### config.mk
export PLATFORM = sky130hd
export DESIGN_NAME = ps2_kbd_rx_fifo
export DESIGN_NICKNAME = d
export VERILOG_FILES = /design/src/rtl/ps2_kbd_pkg.sv /design/src/rtl/ps2_sync_fifo.sv /design/src/rtl/ps2_kbd_rx_fifo.sv
export SDC_FILE = /design/constraint.sdc
export NUM_CORES = 1
export LEC_CHECK = 0
export BUFFER_PORTS_ARGS = -buffer_cell sky130_fd_sc_hd__buf_2
export CORE_ASPECT_RATIO = 0.6
export CORE_MARGIN = 1.5
export CORE_UTILIZATION = 45
export DETAILED_ROUTE_END_ITERATION = 16
export PLACE_DENSITY = 0.72
export RECOVER_POWER = 100
export SLEW_MARGIN = 40
export SYNTH_ARGS = -nofsm -noshare
export SYNTH_HDL_FRONTEND = slang
export SYNTH_SLANG_ARGS = --single-unit
### constraint.sdc
create_clock -name clk -period 5.01 [get_ports clk]
set_input_delay 0.501 -clock clk [delete_from_list [all_inputs] [get_ports clk]]
set_output_delay 0.501 -clock clk [all_outputs]
set_load 0.03 [all_outputs]
### src/rtl/ps2_kbd_pkg.sv
// Shared constants for the PS/2 keyboard receiver: FSM encoding, frame geometry, parity helper.
package ps2_kbd_pkg;

  localparam logic [1:0] ST_IDLE   = 2'd0;
  localparam logic [1:0] ST_DATA   = 2'd1;
  localparam logic [1:0] ST_PARITY = 2'd2;
  localparam logic [1:0] ST_STOP   = 2'd3;

  localparam int unsigned FRAME_LEN = 11;
  localparam int unsigned BYTE_W    = 8;

  // PS/2 uses odd parity across the eight data bits plus the parity bit.
  function automatic logic odd_parity_ok(input logic [BYTE_W-1:0] b, input logic p);
    return ^{b, p};
  endfunction

endpackage

### src/rtl/ps2_sync_fifo.sv
// Synchronous FIFO with registered head output and drop indication on push-while-full.
module ps2_sync_fifo #(
  parameter int unsigned ADDR_W = 3,
  parameter int unsigned WIDTH  = 8
) (
  input  logic             clk,
  input  logic             clrn,
  input  logic             push_i,
  input  logic [WIDTH-1:0] wdata_i,
  input  logic             pop_i,
  output logic             empty_o,
  output logic             drop_o,
  output logic [ADDR_W:0]  count_o,
  output logic [WIDTH-1:0] head_o
);
  localparam int unsigned DEPTH = 1 << ADDR_W;
  localparam int unsigned CNT_W = ADDR_W + 1;

  logic [WIDTH-1:0] mem_q [DEPTH];
  logic [CNT_W-1:0] wr_q, wr_d, rd_q, rd_d;
  logic [WIDTH-1:0] head_q, head_d;
  logic             full_c, pop_ok_c, push_ok_c;

  assign count_o   = wr_q - rd_q;
  assign empty_o   = (wr_q == rd_q);
  assign full_c    = (count_o == CNT_W'(DEPTH));
  // A pop on an empty FIFO is ignored; a pop frees room for a same-cycle push when full.
  assign pop_ok_c  = pop_i & ~empty_o;
  assign push_ok_c = push_i & (~full_c | pop_ok_c);
  assign drop_o    = push_i & ~push_ok_c;
  assign head_o    = head_q;

  // Next head: the incoming byte when it lands at the new read pointer, else stored data.
  always_comb begin
    wr_d   = wr_q + CNT_W'(push_ok_c);
    rd_d   = rd_q + CNT_W'(pop_ok_c);
    head_d = head_q;
    if (push_ok_c || pop_ok_c) begin
      if (rd_d == wr_q) begin
        if (push_ok_c) head_d = wdata_i;
      end else begin
        head_d = mem_q[rd_d[ADDR_W-1:0]];
      end
    end
  end

  always_ff @(posedge clk or negedge clrn) begin
    if (!clrn) begin
      wr_q   <= '0;
      rd_q   <= '0;
      head_q <= '0;
    end else begin
      wr_q   <= wr_d;
      rd_q   <= rd_d;
      head_q <= head_d;
    end
  end

  always_ff @(posedge clk) begin
    if (push_ok_c) mem_q[wr_q[ADDR_W-1:0]] <= wdata_i;
  end

endmodule

### src/rtl/ps2_kbd_rx_fifo.sv
// PS/2 keyboard receiver: pin synchronisers, frame FSM with timeout, sticky error flags,
// and a scan-code FIFO drained by an active-low read strobe.
module ps2_kbd_rx_fifo
  import ps2_kbd_pkg::*;
#(
  parameter int unsigned ADDR_W      = 3,
  parameter int unsigned SYNC_STAGES = 2,
  parameter int unsigned TIMEOUT_CYC = 5000
) (
  input  logic              clk,
  input  logic              clrn,
  input  logic              ps2_clk,
  input  logic              ps2_data,
  input  logic              rdn,
  input  logic              err_clr,
  output logic [BYTE_W-1:0] data,
  output logic              ready,
  output logic              overflow,
  output logic              parity_err,
  output logic              frame_err,
  output logic [ADDR_W:0]   count
);
  localparam int unsigned TMR_W = $clog2(TIMEOUT_CYC + 1);
  localparam int unsigned BIT_W = $clog2(BYTE_W);

  logic [SYNC_STAGES-1:0] clk_sync_q, data_sync_q;
  logic                   ps2_clk_prev_q;
  logic                   ps2_clk_s, ps2_data_s, fall_c;
  logic [1:0]             state_q, state_d;
  logic [BIT_W-1:0]       bit_cnt_q, bit_cnt_d;
  logic [BYTE_W-1:0]      sr_q, sr_d;
  logic                   par_q, par_d;
  logic [TMR_W-1:0]       timer_q, timer_d;
  logic                   push_c, par_set_c, frm_set_c;
  logic                   ovf_q, ovf_d, par_err_q, par_err_d, frm_err_q, frm_err_d;
  logic                   fifo_empty, fifo_drop;

  assign ps2_clk_s  = clk_sync_q[SYNC_STAGES-1];
  assign ps2_data_s = data_sync_q[SYNC_STAGES-1];
  assign fall_c     = ps2_clk_prev_q & ~ps2_clk_s;

  // Frame FSM and inter-edge timeout; everything advances only on a synced ps2_clk fall.
  always_comb begin
    state_d   = state_q;
    bit_cnt_d = bit_cnt_q;
    sr_d      = sr_q;
    par_d     = par_q;
    timer_d   = timer_q;
    push_c    = 1'b0;
    par_set_c = 1'b0;
    frm_set_c = 1'b0;
    if (state_q != ST_IDLE) timer_d = timer_q + 1'b1;
    if (fall_c) begin
      timer_d = '0;
      case (state_q)
        ST_IDLE: begin
          if (!ps2_data_s) begin
            state_d   = ST_DATA;
            bit_cnt_d = '0;
          end
        end
        ST_DATA: begin
          sr_d      = {ps2_data_s, sr_q[BYTE_W-1:1]};
          bit_cnt_d = bit_cnt_q + 1'b1;
          if (bit_cnt_q == BIT_W'(BYTE_W - 1)) state_d = ST_PARITY;
        end
        ST_PARITY: begin
          par_d   = ps2_data_s;
          state_d = ST_STOP;
        end
        default: begin
          state_d = ST_IDLE;
          if (!odd_parity_ok(sr_q, par_q)) par_set_c = 1'b1;
          else if (!ps2_data_s)            frm_set_c = 1'b1;
          else                             push_c    = 1'b1;
        end
      endcase
    end else if ((state_q != ST_IDLE) && (timer_q == TMR_W'(TIMEOUT_CYC))) begin
      state_d   = ST_IDLE;
      timer_d   = '0;
      frm_set_c = 1'b1;
    end
  end

  // Sticky flags: a set event in the same cycle wins over err_clr.
  always_comb begin
    ovf_d     = fifo_drop ? 1'b1 : (err_clr ? 1'b0 : ovf_q);
    par_err_d = par_set_c ? 1'b1 : (err_clr ? 1'b0 : par_err_q);
    frm_err_d = frm_set_c ? 1'b1 : (err_clr ? 1'b0 : frm_err_q);
  end

  always_ff @(posedge clk or negedge clrn) begin
    if (!clrn) begin
      clk_sync_q     <= '1;
      data_sync_q    <= '1;
      ps2_clk_prev_q <= 1'b1;
      state_q        <= ST_IDLE;
      bit_cnt_q      <= '0;
      sr_q           <= '0;
      par_q          <= 1'b0;
      timer_q        <= '0;
      ovf_q          <= 1'b0;
      par_err_q      <= 1'b0;
      frm_err_q      <= 1'b0;
    end else begin
      clk_sync_q     <= {clk_sync_q[SYNC_STAGES-2:0], ps2_clk};
      data_sync_q    <= {data_sync_q[SYNC_STAGES-2:0], ps2_data};
      ps2_clk_prev_q <= ps2_clk_s;
      state_q        <= state_d;
      bit_cnt_q      <= bit_cnt_d;
      sr_q           <= sr_d;
      par_q          <= par_d;
      timer_q        <= timer_d;
      ovf_q          <= ovf_d;
      par_err_q      <= par_err_d;
      frm_err_q      <= frm_err_d;
    end
  end

  ps2_sync_fifo #(
    .ADDR_W (ADDR_W),
    .WIDTH  (BYTE_W)
  ) u_fifo (
    .clk     (clk),
    .clrn    (clrn),
    .push_i  (push_c),
    .wdata_i (sr_q),
    .pop_i   (~rdn),
    .empty_o (fifo_empty),
    .drop_o  (fifo_drop),
    .count_o (count),
    .head_o  (data)
  );

  assign ready      = ~fifo_empty;
  assign overflow   = ovf_q;
  assign parity_err = par_err_q;
  assign frame_err  = frm_err_q;

endmodule

==> results.json <==
{
  "first_pass_iters": 5,
  "track_usage": 0.1871,
  "drt.antenna.violating_nets": 0,
  "timing.rr.start": "u_fifo.wr_q[2]$_DFF_PN0_",
  "tns_ps": 0,
  "setup_ws_ps": 1100,
  "cts_tree": "yes",
  "num_vias": 3064,
  "setup_viol": 0,
  "status": "finished, violations left",
  "synth_edf_count": 64,
  "dp_hpwl_um": 6878,
  "clk-insertion-delay-late_ps": 410,
  "dieHeight_um": 86.86,
  "ir_drop_v": 0.0003136,
  "gp_congestion": 0.8451,
  "start_util": 0.4637,
  "setup.worst_path.class": "reg2reg",
  "final_cell_mix": "64 x edfxtp_1, 46 x dfrtp_1, 44 x nand2_1, 19 x clkbuf_16, 19 x clkbuf_1",
  "core-area_um2": 11370,
  "async_reset_ff_frac": 0.4435,
  "min-delay-start": "ps2_data",
  "period_needed_ps": 3910,
  "grt_pass1_vias": 3061,
  "power.density_nw_per_um2": 610.1,
  "grt_overflow_total": 0,
  "drive_gt1_frac": 0.1827,
  "synthesis.nets": 384,
  "ys.flop_type": "edfxtp_1",
  "rsz0062_at_grt": "no",
  "num_rows": 30,
  "fin_nets": 414,
  "grt_max_degree": 52,
  "drt_iter0_drc": 225,
  "vias_per_cell": 5.423,
  "h-tree-depth": 4,
  "postCtsSetupRepairBufs": 0,
  "worstPathArrival_ps": 4120,
  "syn_inst": 362,
  "antennaDiodeCount": 0,
  "yosysWarnings": 0,
  "cts_buffers": 17,
  "cp.required_ps": 5220,
  "power_leakage_uw": 0.002362,
  "finClkSkew_ps": 11.41,
  "cts_root_buf": "clkbuf_16",
  "drcViolationCount": 0,
  "fmax_mhz": 255.8,
  "dieArea_um2": 12400,
  "ys_types": 60,
  "antenna_found_initial": 0,
  "syn_area_per_cell_um2": 14.57,
  "power_uw": 3670,
  "fillCellCount": 937,
  "seq_area_frac_synth": 0.6076,
  "drv_cap": 1,
  "io_buffers": 21,
  "crit_path_start": "u_fifo.wr_q[2]$_DFF_PN0_",
  "dp_slack_ps": 1310,
  "grt_pass1_wl_um": 16860,
  "max_slew_margin": -0.9516,
  "cts_buffer_depth": 2,
  "report.final.slew_viol_count": 52,
  "ctsResizeCount": 0,
  "path_clk_slew_ps": 60,
  "fin_area_um2": 6016,
  "crit_path_start_kind": "flip-flop",
  "cts_hold_buf": 0,
  "finalCritPeriodShare": 0.7804,
  "tightest_slew_ps": 2927,
  "totalWireLength_um": 10230,
  "yosys_register_bits": 115,
  "violations": "capacitance limit, slew limit",
  "cp-end-kind": "flip-flop",
  "wire_per_inst_um": 18.10,
  "dpl_cell_area_um2": 5545,
  "dieWidth_um": 142.8,
  "final_common_cell": "edfxtp_1",
  "clock-sinks": 115,
  "syn_area_um2": 5274,
  "hp-class": "in2reg",
  "synthToLayoutAreaGrowth_pct": 14.07,
  "io_pins": 22,
  "critPathMaxFanout": 11,
  "final-hold-violation-count": 0
}
metrics by stage:
step | hold WS, ps | util | cells
2_1_floorplan | 205.4 | - | 362
3_3_place_gp | 348.0 | 0.4868 | 533
3_5_place_dp | 347.9 | 0.4876 | 533
4_1_cts | 167.0 | 0.5403 | 565
5_1_grt | 161.4 | 0.5289 | 565
6_report | 178.7 | 0.5289 | 565
where the power goes:
part,switching (uW),total [uW],internal (uW),leakage (uW)
clock,447,1210,761,0.000304
combinational,713,1210,502,0.000848
sequential,123,1250,1120,0.00121
total,1280,3670,2390,0.00236
per-layer routing:
metal / vias to the layer above / share of wire / GRT usage
met5: - / 0 / 0
met4: 0 / 0.011 / 0.05155
met3: 16 / 0.076 / 0.07422
met1: 1506 / 0.50 / 0.2803
li1: 1433 / - / -
met2: 109 / 0.41 / 0.2507
state kept, by name, summed over array words and instances, names as in the netlist:
signal and count:
bit_cnt_q 3, clk_sync_q 2, data_sync_q 2, frame_err 1
overflow 1, par_q 1, parity_err 1, ps2_clk_prev_q 1
sr_q 8, state_q 2, timer_q 13, u_fifo.head_o 8
u_fifo.mem_q 64, u_fifo.rd_q 4, u_fifo.wr_q 4
critical path, cell delays in order, from the launching register on:
cell and delay, ps:
dfrtp_1 520, ha_1 430, a41oi_1 240, ha_1 280, ha_1 190, xnor2_1 780, xnor2_1 210, o31ai_2 630
and2_4 310, o32ai_1 110
cell families after synthesis:
group | after synthesis | synth area share
AOI/OAI and AO/OA | 40 | 0.06904
muxes | 35 | 0.1075
DFF | 115 | 0.6076
xor gates and xnor gates | 22 | 0.04674
adders and majority gates | 16 | 0.03938
and+or+nand+nor | 104 | 0.1046
buffers and inverters | 30 | 0.02515
final timing paths:
path,end,slack [ps],cells after the start
setup / recovery,u_fifo.head_o[5]$_DFFE_PN0P_,1100,9
hold / removal,data_sync_q[0]$_DFF_PN1_,180,1
setup reg to reg,u_fifo.head_o[5]$_DFFE_PN0P_,1100,9
hold reg to reg,data_sync_q[1]$_DFF_PN1_,360,0
max in group asynchronous,timer_q[5]$_DFFE_PN0P_,2210,2
min in group asynchronous,u_fifo.rd_q[3]$_DFF_PN0_,1120,2
Yosys cell counts, types with 2 or more instances:
master     number  share of area
a21oi_1         8         0.0076
a32o_1          2         0.0038
and2_1          3         0.0036
and3_1          3         0.0036
and4_2          4         0.0076
and4b_1         2         0.0038
buf_2           2         0.0019
buf_6           2         0.0043
clkbuf_1        8         0.0057
clkbuf_2        2         0.0019
dfrtp_1        46           0.22
dfstp_2         5          0.025
edfxtp_1       64           0.36
ha_1           15          0.036
inv_1          15          0.011
mux2_2          9          0.019
mux2i_1         9          0.017
mux4_2         16          0.068
nand2_1        44          0.031
nand3_1        10         0.0095
nand4_1         4         0.0047
nor2_1         12         0.0085
nor2b_1         2         0.0024
nor3_1          4         0.0038
nor4b_1         2         0.0033
o21a_1          3         0.0043
o21ai_0         7         0.0066
o2bb2ai_1       3         0.0050
o32ai_2         7          0.022
or3_1           2         0.0024
xnor2_1        12          0.020
xnor3_1         2         0.0085
xor2_1          6          0.010
cell type report:
type	count	area, um2	share of cell area
Inverter	16	60.06	0.009983
Tap cell	160	200.2	0.03328
Clock inverter	12	110.1	0.01830
Clock buffer	20	489.2	0.08132
Sequential cell	115	3204	0.5327
Multi-Input combinational cell	217	1848	0.3072
Timing Repair Buffer	25	103.9	0.01726
Note: power is estimated with default switching activity, not from simulation.
